### src/rtl/dmem_arbiter_pkg.sv
// Shared definitions for the two-port data-memory arbiter.
package dmem_arbiter_pkg;

    localparam int unsigned MAX_HOLD_DEFAULT = 4;
    localparam int unsigned HOLD_W           = 4;

    typedef enum logic [1:0] {
        ST_IDLE = 2'd0,
        ST_OWN0 = 2'd1,
        ST_OWN1 = 2'd2
    } arb_state_e;

endpackage

### src/rtl/dmem_arbiter.sv
// Two-requester data-memory arbiter: sticky ownership with a bounded hold,
// combinational grant/memory steering and registered per-port load return.
module dmem_arbiter
    import dmem_arbiter_pkg::*;
#(
    parameter int unsigned DATA_W   = 32,
    parameter int unsigned MAX_HOLD = MAX_HOLD_DEFAULT
) (
    input  logic              clk,
    input  logic              rst_n,
    input  logic              m0_req,
    input  logic [DATA_W-1:0] m0_addr,
    input  logic [DATA_W-1:0] m0_wdata,
    input  logic              m0_we,
    output logic              m0_gnt,
    output logic              m0_rvalid,
    output logic [DATA_W-1:0] m0_rdata,
    input  logic              m1_req,
    input  logic [DATA_W-1:0] m1_addr,
    input  logic [DATA_W-1:0] m1_wdata,
    input  logic              m1_we,
    output logic              m1_gnt,
    output logic              m1_rvalid,
    output logic [DATA_W-1:0] m1_rdata,
    output logic [DATA_W-1:0] mem_addr,
    output logic [DATA_W-1:0] mem_wdata,
    output logic              mem_we,
    input  logic [DATA_W-1:0] mem_rdata
);

    arb_state_e        state;
    arb_state_e        state_nxt;
    logic [HOLD_W-1:0] hold_cnt;
    logic [HOLD_W-1:0] hold_nxt;
    logic              gnt0;
    logic              gnt1;
    logic              at_max;

    assign at_max = (hold_cnt == HOLD_W'(MAX_HOLD));

    // State and hold counter registers
    always_ff @(posedge clk or negedge rst_n) begin
        if (!rst_n) begin
            state    <= ST_IDLE;
            hold_cnt <= '0;
        end else begin
            state    <= state_nxt;
            hold_cnt <= hold_nxt;
        end
    end

    // Grant decision, next state and hold count
    always_comb begin
        gnt0      = 1'b0;
        gnt1      = 1'b0;
        state_nxt = ST_IDLE;
        hold_nxt  = hold_cnt;

        unique case (state)
            ST_OWN0: begin
                if (m0_req && !(at_max && m1_req)) gnt0 = 1'b1;
                else if (m1_req)                   gnt1 = 1'b1;
            end
            ST_OWN1: begin
                if (m1_req && !(at_max && m0_req)) gnt1 = 1'b1;
                else if (m0_req)                   gnt0 = 1'b1;
            end
            default: begin
                if (m0_req)      gnt0 = 1'b1;
                else if (m1_req) gnt1 = 1'b1;
            end
        endcase

        // Grants are suppressed for as long as reset is held
        if (!rst_n) begin
            gnt0 = 1'b0;
            gnt1 = 1'b0;
        end

        if (gnt0) begin
            state_nxt = ST_OWN0;
            if (state != ST_OWN0) hold_nxt = HOLD_W'(1);
            else if (!at_max)     hold_nxt = hold_cnt + HOLD_W'(1);
        end else if (gnt1) begin
            state_nxt = ST_OWN1;
            if (state != ST_OWN1) hold_nxt = HOLD_W'(1);
            else if (!at_max)     hold_nxt = hold_cnt + HOLD_W'(1);
        end
    end

    assign m0_gnt = gnt0;
    assign m1_gnt = gnt1;

    // Steer the granted requester onto the memory port
    always_comb begin
        mem_addr  = '0;
        mem_wdata = '0;
        mem_we    = 1'b0;
        if (gnt0) begin
            mem_addr  = m0_addr;
            mem_wdata = m0_wdata;
            mem_we    = m0_we;
        end else if (gnt1) begin
            mem_addr  = m1_addr;
            mem_wdata = m1_wdata;
            mem_we    = m1_we;
        end
    end

    // Load return: capture read data at the grant edge, pulse rvalid once
    always_ff @(posedge clk or negedge rst_n) begin
        if (!rst_n) begin
            m0_rvalid <= 1'b0;
            m1_rvalid <= 1'b0;
            m0_rdata  <= '0;
            m1_rdata  <= '0;
        end else begin
            m0_rvalid <= gnt0 && !m0_we;
            m1_rvalid <= gnt1 && !m1_we;
            if (gnt0 && !m0_we) m0_rdata <= mem_rdata;
            if (gnt1 && !m1_we) m1_rdata <= mem_rdata;
        end
    end

endmodule

### config.mk
export PLATFORM = sky130hd
export DESIGN_NAME = dmem_arbiter
export DESIGN_NICKNAME = d
export VERILOG_FILES = /design/src/rtl/dmem_arbiter_pkg.sv /design/src/rtl/dmem_arbiter.sv
export SDC_FILE = /design/constraint.sdc
export NUM_CORES = 1
export LEC_CHECK = 0
export CORE_MARGIN = 2
export CORE_UTILIZATION = 30
export CTS_CLUSTER_SIZE = 28
export DETAILED_ROUTE_END_ITERATION = 7
export GPL_ROUTABILITY_DRIVEN = 0
export GPL_TIMING_DRIVEN = 0
export HOLD_SLACK_MARGIN = 0.02
export PLACE_DENSITY = 0.78
export SYNTH_ARGS = -nofsm -noshare
export SYNTH_HDL_FRONTEND = slang
export SYNTH_SLANG_ARGS = --single-unit
### constraint.sdc
create_clock -name clk -period 2.4 [get_ports clk]
set_clock_uncertainty 0.05 [all_clocks]
set_input_delay 0.36 -clock clk [delete_from_list [all_inputs] [get_ports clk]]
set_output_delay 0.36 -clock clk [all_outputs]
set_load 0.01 [all_outputs]
==> impl_metrics.tcl, run 1 <==
set metrics [dict create \
    status "finished with violations" \
    worst_ep_arrival_time_ns 2.40 \
    wl_met2_um 9240 \
    post-dp-hpwl_um 13100 \
    setup_violations 66 \
    synth_cell_types 30 \
    wl_met1_um 5920 \
    required_ns 1.99 \
    path_max_fanout 7 \
    peakVddDrop_uv 323 \
    fillers 983 \
    p_leak_nw 3.31 \
    io_buffer_count 298 \
    row_count 40 \
    wl_met3_um 1160 \
    grt_max_degree 78 \
    die_h_um 115 \
    yosys_register_bits 72 \
    hold_path.class "input pin to asynchronous set/reset pin" \
    syn_to_final_growth_pct 98.1 \
    fin_crit_sh 1.17 \
    wl_per_cell_um 21.1 \
    worstSetupStartpointType "flop" \
    drt_iter0_drc 210 \
    fin_area_mm2 0.00735 \
    postSynthAreaPerCell_um2 13.1 \
    synth_seq_area_share 0.486 \
    via_per_inst 4.82 \
    synth_flop_cell "dfrtp_1" \
    yosysWarnings 0 \
    core_area_mm2 0.0121 \
    vias 3791 \
    hold_violations 2 \
    drv_cap 0 \
    worst_slew_pin_slew_ns 0.601 \
    cts_tree "done" \
    fin_setup_tns_ns -23.72 \
    max_slew_margin 0.599 \
    grt.total_usage 0.238 \
    numCtsBuffers 9 \
    syn_area_mm2 0.00371 \
    worst_slack_ns -0.411 \
    cts_max_path_buffers 2 \
    setup.worst_path.start "hold_cnt[1]$_DFFE_PN0P_" \
    criticalPathCategory "flop to output port" \
    clkTransAtPathRegs_ns 0.06 \
    dpl-instance-area_mm2 0.00690 \
    first_pass_iters 4 \
    synth_edf_count 0 \
    root_buffer "clkbuf_16" \
    rr_startpoint "hold_cnt[1]$_DFFE_PN0P_" \
    end_kind "output port" \
    syn_inst 283 \
    p_per_area_mw_per_mm2 714 \
    clock_sinks 72 \
    final_antenna_net_count 0 \
    hold_ws_ns -0.000842 \
    fin_crit_ns 2.81 \
    final_util 0.609 \
    maxSlewViolCount 0 \
    first_global_vias 3972 \
    drive_gt1_frac 0.330 \
    final_nets 783 \
    hold_buffers 0 \
    globalRouteOverflowTotal 0 \
    htree_levels 3 \
    syn-num-nets 453 \
    clock.fmax_mhz 356 \
    grt_pass1_wl_um 23500 \
    io_pins 299 \
    async_flop_share 1.00 \
    die_w_um 115 \
    die_area_mm2 0.0133 \
    clock_latency_ns 0.33 \
    drcViolationCount 0 \
    routed.top_layer "met5" \
    initial_core_util 0.307 \
    failed_checks "hold timing, setup timing" \
    drt_wl_total_um 16600 \
    n_antenna_cell 0 \
    antenna_found_initial 0 \
    rsz0062_at_grt "true" \
]
[sequential cells by signal, indices dropped and copies added, names as in the netlist]
signal and flops:
hold_cnt 4, m1_rdata 32, state 2, m0_rdata 32
m1_rvalid 1, m0_rvalid 1
[Yosys cell counts (2+ instances only)]
| master | number | area [um^2] |
|---|---|---|
| a21oi_1 | 3 | 15.0 |
| a22o_1 | 66 | 578 |
| and2_1 | 3 | 18.8 |
| buf_2 | 13 | 65.1 |
| buf_4 | 4 | 30.0 |
| buf_6 | 4 | 45.0 |
| clkbuf_1 | 3 | 11.3 |
| dfrtp_1 | 72 | 1800 |
| ha_1 | 4 | 50.1 |
| inv_1 | 9 | 33.8 |
| mux2_2 | 35 | 394 |
| mux2_4 | 29 | 435 |
| mux2i_1 | 2 | 20.0 |
| nand2_1 | 5 | 18.8 |
| nand3_1 | 5 | 25.0 |
| nor2_1 | 4 | 15.0 |
| nor3_1 | 2 | 10.0 |
| o21ai_0 | 7 | 35.0 |
| o21ai_1 | 2 | 10.0 |
[cell usage in the layout, fill, tap and decap left out, drive strengths merged, types with 2 or more instances in the layout]
cell type	netlist	final
clkdlybuf4s50	0	230
buf	21	105
dfrtp	72	72
a22o	66	66
mux2	64	64
clkbuf	3	19
o21ai	9	9
inv	9	9
nand3	5	5
nand2	5	5
nor2	5	5
ha	4	4
a21oi	3	3
and2	3	3
mux2i	2	2
clkinv	0	2
nor3	2	2
[logic make-up (layout without fill, tap and decap cells)]
logic type / Yosys count / count (layout) / synth area share
compound gates: 84 / 84 / 0.187
xor+xnor: 1 / 1 / 0.00236
fa+ha+maj: 4 / 4 / 0.0135
buf+inv: 33 / 368 / 0.0499
flops: 72 / 72 / 0.486
mux: 66 / 66 / 0.229
simple gates: 23 / 23 / 0.0324
[metrics by stage]
stage | setup slack (ns) | cells | power (mW) | hold slack, ns
finish | -0.411 | 786 | 5.24 | -0.000842
global route | -0.515 | 786 | 5.50 | 0.0436
CTS | -0.434 | 779 | 5.22 | 0.0223
detailed placement | -1.34 | 749 | 3.98 | 0.442
global placement | -3.58 | 749 | 3.91 | 0.439
floorplan | 0.0309 | 283 | 2.60 | 0.0144
[path summary, 6_finish.rpt]
kind,to,slack (ns),cells past startpoint
worst max-delay path,mem_addr[21],-0.41,10
worst min-delay path,m0_rdata[20]$_DFFE_PN0P_,-0.0008,1
worst max register to register,m0_rdata[4]$_DFFE_PN0P_,0.04,10
worst min register to register,m1_rdata[7]$_DFFE_PN0P_,0.46,1
max in group asynchronous,m0_rdata[6]$_DFFE_PN0P_,1.88,1
min in group clk,m1_rdata[7]$_DFFE_PN0P_,0.46,1
[power breakdown]
part           internal (mW)  switching, mW
Clock                  0.725          0.489
Combinational           1.44          0.810
Sequential              1.57          0.207
[critical path, cell delays in order (launching register included)]
cell      delay, ns
dfrtp_1        0.39
inv_2          0.09
ha_4           0.15
nand3b_4       0.09
and4_1         0.22
a311o_1        0.35
nor2_4         0.19
buf_12         0.16
buf_8          0.11
a22o_1         0.16
buf_2          0.15
[what timing repair did]
action | CTS | global route
resized for setup | 308 | 39
pin swaps | 9 | 11
buffers inserted | 15 | 6
endpoints found under the hold margin | 0 | 0
cloned | 1 | 2
endpoints found under the setup margin | 97 | 96
[metal layers]
metal  GRT usage  up-vias
met5           0        -
met4      0.0514        2
met3      0.0738       20
met2       0.462      178
met1       0.251     1865
li1            -     1726
[final cells by class]
| type | count | area [um^2] | area share |
|---|---|---|---|
| Buffer | 22 | 314 | 0.0428 |
| Inverter | 9 | 33.8 | 0.00460 |
| Clock buffer | 13 | 250 | 0.0341 |
| Clock inverter | 3 | 17.5 | 0.00238 |
| Multi-Input combinational cell | 178 | 1810 | 0.247 |
| Timing Repair Buffer | 321 | 2900 | 0.395 |
| Sequential cell | 72 | 1800 | 0.245 |
| Tap cell | 168 | 210 | 0.0286 |
Note: power is estimated with default switching activity, not from simulation.
==> run 2, diff against run 1 <==
--- a/config.mk
+++ b/config.mk
@@ -5,14 +5,15 @@
 export SDC_FILE = /design/constraint.sdc
 export NUM_CORES = 1
 export LEC_CHECK = 0
-export CORE_MARGIN = 2
-export CORE_UTILIZATION = 30
+export CORE_AREA = 2 2 116 118
+export CTS_BUF_LIST = sky130_fd_sc_hd__clkbuf_2 sky130_fd_sc_hd__clkbuf_4 sky130_fd_sc_hd__clkbuf_8
 export CTS_CLUSTER_SIZE = 28
 export DETAILED_ROUTE_END_ITERATION = 7
+export DIE_AREA = 0 0 118 120
 export GPL_ROUTABILITY_DRIVEN = 0
 export GPL_TIMING_DRIVEN = 0
 export HOLD_SLACK_MARGIN = 0.02
-export PLACE_DENSITY = 0.78
+export PLACE_DENSITY = 0.75
 export SYNTH_ARGS = -nofsm -noshare
 export SYNTH_HDL_FRONTEND = slang
 export SYNTH_SLANG_ARGS = --single-unit
==> impl_metrics.tcl, run 2 (same netlist as run 1, synthesis figures left out) <==
set metrics [dict create \
    pwr-share-comb 0.460 \
    io_buffer_count 298 \
    hold_violations 0 \
    max_slew_margin 0.789 \
    drv_cap 0 \
    hold_path.class "input pin to asynchronous set/reset pin" \
    via_per_inst 4.85 \
    reg_top3 "m0_rdata (32), m1_rdata (32), hold_cnt (4)" \
    clkTransAtPathRegs_ns 0.08 \
    p_leak_nw 3.37 \
    grt_pass1_wl_um 23700 \
    slowest_delay_ns 0.44 \
    grt_max_degree 39 \
    root_buffer "clkbuf_8" \
    peakVddDrop_uv 276 \
    die_w_um 118 \
    worst_slack_ns -0.443 \
    n_antenna_cell 0 \
    internal-power_mw 3.59 \
    antenna_found_initial 0 \
    p_switching_mw 1.47 \
    clock_sinks 72 \
    drive_gt1_frac 0.346 \
    worstSetupStartpointType "flop" \
    final_util 0.584 \
    p_per_area_mw_per_mm2 667 \
    vias 3898 \
    drt_iter0_drc 210 \
    end_kind "output port" \
    path_max_fanout 10 \
    drcViolationCount 0 \
    criticalPathCategory "flop to output port" \
    clock_latency_ns 0.34 \
    numCtsBuffers 9 \
    first_pass_iters 6 \
    initial_core_util 0.286 \
    die_h_um 120 \
    wl_per_cell_um 20.9 \
    path_cells "buf_6 -> ha_4 -> nor2_2 -> o21ai_1 -> a311o_2 -> buf_4 -> clkbuf_8 -> buf_6 -> a22o_1 -> buf_6" \
    worst_ep_arrival_time_ns 2.43 \
    failed_checks "setup timing" \
    syn_to_final_growth_pct 105 \
    first_global_vias 4045 \
    fin_setup_tns_ns -26.32 \
    p_seq_frac 0.349 \
    final_nets 793 \
    fin_crit_sh 1.18 \
    grt.total_usage 0.224 \
    clock.fmax_mhz 352 \
    io_pins 299 \
    sw_frac_of_total 0.290 \
    cts_tree "done" \
    path_buf_inv 5 \
    htree_levels 3 \
    rsz0062_at_grt "true" \
    globalRouteOverflowTotal 0 \
    fin_crit_ns 2.84 \
    final_common_cell "clkdlybuf4s50_1" \
    stdcell_count 804 \
    clockPowerShare 0.191 \
    post-dp-hpwl_um 12800 \
    setup_violations 67 \
    cts_max_path_buffers 2 \
    layout_common_cells "clkdlybuf4s50_1, dfrtp_1, a22o_1, buf_2, buf_6" \
    cpLargestDelayFamily "compound AO/OA/AOI/OAI gates" \
    die_area_mm2 0.0142 \
    critPathSlowestCell "a311o_2" \
    row_count 42 \
    drt_wl_total_um 16800 \
    required_ns 1.99 \
    dpl-instance-area_mm2 0.00694 \
    status "finished with violations" \
    crit_top_cell "buf_6" \
    dp_slack_ns -1.14 \
    final_antenna_net_count 0 \
    dp_cells 758 \
    maxSlewViolCount 0 \
    core_area_mm2 0.0130 \
    worst_slew_pin_slew_ns 0.315 \
    fin_area_mm2 0.00758 \
]
-- run 2: cell count changes in the layout (fill, tap and decap cells not counted), sizes merged --
cell	previous run	this run
dlygate4sd2	1	0
dlygate4sd3	0	1
clkdlybuf4s15	0	1
bufinv	0	1
buf	105	110
clkbuf	19	22
-- run 2: layer usage --
metal,track usage,vias to the layer above,part of all wire
li1,-,1747,-
met1,0.215,1883,0.33
met2,0.428,226,0.54
met3,0.0661,42,0.082
met4,0.116,0,0.049
met5,0,-,0
-- run 2: worst paths after layout --
check	startpoint	cells past startpoint	endpoint	slack (ns)
max in group asynchronous	rst_n	2	m1_rvalid$_DFF_PN0_	1.79
hold reg to reg	m1_rdata[8]$_DFFE_PN0P_	1	m1_rdata[8]$_DFFE_PN0P_	0.46
setup reg to reg	state[0]$_DFF_PN0_	10	m0_rdata[17]$_DFFE_PN0P_	0.04
hold / removal	rst_n	3	m0_rdata[22]$_DFFE_PN0P_	0.05
setup / recovery	state[0]$_DFF_PN0_	10	mem_wdata[6]	-0.44
min in group clk	m1_rdata[8]$_DFFE_PN0P_	1	m1_rdata[8]$_DFFE_PN0P_	0.46
-- run 2: repair_timing --
item | 4_1_cts | 5_1_grt
hold buffers | 3 | 0
resized for setup | 323 | 49
endpoints found under the setup margin | 96 | 125
gates cloned | 2 | 6
buffers inserted | 17 | 7
pin swaps | 18 | 11
hold endpoints to repair | 34 | 0
-- run 2: power groups by stage --
stage          clock [mW]  combinational (mW)  sequential [mW]
2_1_floorplan           0               0.675             1.93
3_3_place_gp            0                2.15             1.77
3_5_place_dp            0                2.18             1.79
4_1_cts             0.994                2.27             1.76
5_1_grt              1.04                2.44             1.80
6_report            0.967                2.32             1.76
-- run 2: tightest hold or removal path, stage by stage --
cell and delay, ns:
buf_4 0.11, buf_16 0.13, buf_12 0.20
-- run 2: final cells by class --
class                   instances  area [um^2]
inverters                       9         33.8
repair buffers                333         3250
flip-flops and latches         72         1800
plain buffers                  20          283
multi-input cells             178         1790
well taps                     176          220
clock buffers                  12          146
clock inverters                 4         55.1
fillers                      1099         5400
-- run 2: through the flow --
| step | hold slack (ns) | power, mW |
|---|---|---|
| after detailed placement | 0.122 | 3.97 |
| after global routing | 0.0445 | 5.29 |
| after floorplan | 0.0144 | 2.60 |
| final | 0.0461 | 5.05 |
| after CTS | 0.0325 | 5.02 |
| after global placement | 0.440 | 3.92 |
==> run 3, diff against run 2 <==
--- a/config.mk
+++ b/config.mk
@@ -5,15 +5,17 @@
 export SDC_FILE = /design/constraint.sdc
 export NUM_CORES = 1
 export LEC_CHECK = 0
-export CORE_AREA = 2 2 116 118
+export ABC_AREA = 1
+export CORE_ASPECT_RATIO = 2
+export CORE_MARGIN = 2
+export CORE_UTILIZATION = 33
 export CTS_BUF_LIST = sky130_fd_sc_hd__clkbuf_2 sky130_fd_sc_hd__clkbuf_4 sky130_fd_sc_hd__clkbuf_8
 export CTS_CLUSTER_SIZE = 28
 export DETAILED_ROUTE_END_ITERATION = 7
-export DIE_AREA = 0 0 118 120
 export GPL_ROUTABILITY_DRIVEN = 0
 export GPL_TIMING_DRIVEN = 0
 export HOLD_SLACK_MARGIN = 0.02
-export PLACE_DENSITY = 0.75
+export PLACE_DENSITY = 0.79
 export SYNTH_ARGS = -nofsm -noshare
 export SYNTH_HDL_FRONTEND = slang
 export SYNTH_SLANG_ARGS = --single-unit
==> impl_metrics.tcl, run 3 <==
set metrics [dict create \
    hold_path.class "input pin to asynchronous set/reset pin" \
    grt_max_degree 69 \
    initial_core_util 0.334 \
    yosysWarnings 0 \
    drcViolationCount 0 \
    sw_frac_of_total 0.351 \
    synth.top_cell.area_share 0.417 \
    worst_slew_pin_slew_ns 0.438 \
    cts_max_path_buffers 2 \
    globalRouteOverflowTotal 0 \
    core_area_mm2 0.0129 \
    yosys_register_bits 72 \
    required_ns 1.99 \
    drt_iter0_drc 150 \
    syn_to_final_growth_pct 91.2 \
    rsz0062_at_grt "true" \
    syn_area_mm2 0.00432 \
    die_w_um 84.9 \
    synth_area_leaders "dfrtp_1, nand2_1, nand3_1" \
    synth_flop_cell "dfrtp_1" \
    io_pins 299 \
    htree_levels 3 \
    clock_sinks 72 \
    failed_checks "hold timing, setup timing" \
    vias 5402 \
    clockPowerShare 0.188 \
    drt_wl_total_um 19700 \
    grt_pass1_wl_um 29400 \
    final_util 0.639 \
    root_buffer "clkbuf_8" \
    syn-num-nets 757 \
    postSynthAreaPerCell_um2 7.36 \
    post-dp-hpwl_um 14800 \
    rr_startpoint "hold_cnt[0]$_DFFE_PN0P_" \
    cts_tree "done" \
    hold_violations 13 \
    numCtsBuffers 9 \
    fin_crit_sh 1.09 \
    max_slew_margin 0.708 \
    worstSetupStartpointType "input pin" \
    synth_top_area_cell "dfrtp_1" \
    first_pass_iters 4 \
    rrSetupSlack_ns 0.14 \
    clock.fmax_mhz 381 \
    synth_cell_types 28 \
    p_per_area_mw_per_mm2 732 \
    internal-power_mw 3.92 \
    criticalPathCategory "input pin to output port" \
    syn_inst 587 \
    final_common_cell "nand2_1" \
    synth_common_cells "nand2_1, nand3_1, dfrtp_1" \
    clock_latency_ns 0.35 \
    power_mw 6.04 \
    die_h_um 166 \
    path_max_fanout 10 \
    clkTransAtPathRegs_ns 0.08 \
    synth_seq_area_share 0.417 \
    row_count 59 \
    p_leak_nw 3.79 \
    pwr-share-comb 0.507 \
    fin_crit_ns 2.63 \
    synth.most_common_cell "nand2_1" \
    final_nets 1093 \
    worst_ep_arrival_time_ns 2.22 \
    drive_gt1_frac 0.263 \
    peakVddDrop_uv 862 \
    maxSlewViolCount 0 \
    async_flop_share 1.00 \
    p_switching_mw 2.12 \
    status "finished with violations" \
    final_antenna_net_count 0 \
    reg_top3 "m0_rdata (32), m1_rdata (32), hold_cnt (4)" \
    via_per_inst 4.99 \
    layout_common_cells "nand2_1, clkdlybuf4s50_1, nand3_1, dfrtp_1, buf_2" \
    p_seq_frac 0.304 \
    antenna_found_initial 2 \
    end_kind "output port" \
    setup_violations 65 \
    drv_cap 0 \
    grt.total_usage 0.267 \
    wl_per_cell_um 18.2 \
    setup.worst_path.start "m1_req" \
    synth_edf_count 0 \
    hold_ws_ns -0.102 \
    first_global_vias 5345 \
    die_area_mm2 0.0141 \
    worst_slack_ns -0.228 \
    io_buffer_count 298 \
]
==> run 3: cell count changes after synthesis, sizes merged, moves of 2 or more <==
cell / previous run / this run
nand3: 5 / 79
mux2: 64 / 0
buf: 21 / 32
a22o: 66 / 0
nor2: 5 / 3
a31oi: 0 / 2
clkbuf: 3 / 13
o21ai: 9 / 96
nand2: 5 / 260
inv: 9 / 18
a21oi: 3 / 5
mux2i: 2 / 0
nor3: 2 / 0
and2: 3 / 0
==> run 3: worst max-delay path: stages <==
cell and delay (ns):
clkdlybuf4s50_1 0.57, nand4_1 0.17, a21oi_2 0.21, nand2_4 0.09
nand2_8 0.09, clkinv_8 0.07, buf_16 0.16, buf_6 0.16
o21ai_1 0.16, buf_2 0.15
==> run 3: layout make-up <==
class                           count  area, um^2
Antenna cell                        2        5.00
Buffer                             44         394
Clock buffer                       12         165
Clock inverter                      4        75.1
Fill cell                        1127        4660
Inverter                           18        80.1
Multi-Input combinational cell    452        2370
Sequential cell                    72        1800
Tap cell                          152         190
Timing Repair Buffer              326        3170
==> run 3: power by group through the flow <==
| stage | clock [mW] | combinational, mW | sequential [mW] |
|---|---|---|---|
| 4_1_cts | 1.16 | 2.93 | 1.84 |
| 3_5_place_dp | 0 | 2.81 | 1.86 |
| 3_3_place_gp | 0 | 2.78 | 1.85 |
| 2_1_floorplan | 0 | 0.921 | 2.03 |
| 5_1_grt | 1.21 | 3.28 | 1.89 |
| 6_report | 1.14 | 3.06 | 1.84 |
==> run 3: routing by layer <==
metal	share of wire	vias to the layer above	track usage
li1	-	2596	-
met1	0.33	2479	0.275
met2	0.51	270	0.461
met3	0.11	57	0.110
met4	0.050	0	0.128
met5	0	-	0
==> run 3: metrics by stage <==
| stage | hold slack, ns | TNS, ns | cells | cell area, um^2 | setup slack, ns |
|---|---|---|---|---|---|
| floorplan | 0.0144 | 0 | 587 | 4320 | 0.268 |
| global placement | 0.411 | -497.77 | 1037 | 7490 | -3.48 |
| detailed placement | 0.143 | -47.90 | 1038 | 7520 | -0.937 |
| CTS | -0.0272 | -14.75 | 1073 | 7880 | -0.317 |
| global route | -0.107 | -19.68 | 1082 | 8250 | -0.328 |
| finish | -0.102 | -11.57 | 1082 | 8250 | -0.228 |
==> run 3: what timing repair did <==
item | in CTS | in global routing
hold buffers | 1 | 1
gates resized for setup | 337 | 76
pin swaps | 4 | 10
buffers inserted | 14 | 4
gates cloned | 4 | 3
hold endpoints to repair | 6 | 53
setup endpoints to repair | 67 | 78
==> run 3: worst paths after layout <==
kind / cells after the start / to
hold / removal: 2 / m1_rdata[24]$_DFFE_PN0P_
max in group asynchronous: 2 / m1_rdata[5]$_DFFE_PN0P_
setup reg to reg: 15 / m1_rdata[21]$_DFFE_PN0P_
setup / recovery: 10 / mem_addr[13]
hold reg to reg: 2 / m1_rdata[31]$_DFFE_PN0P_
min in group clk: 2 / m1_rdata[31]$_DFFE_PN0P_
==> run 3: kinds of logic after synthesis <==
family / count (synthesis) / synth area share
AOI/OAI and AO/OA: 104 / 0.149
adders and majority gates: 4 / 0.0116
DFF: 72 / 0.417
and+or+nand+nor: 344 / 0.337
buffers and inverters: 63 / 0.0858
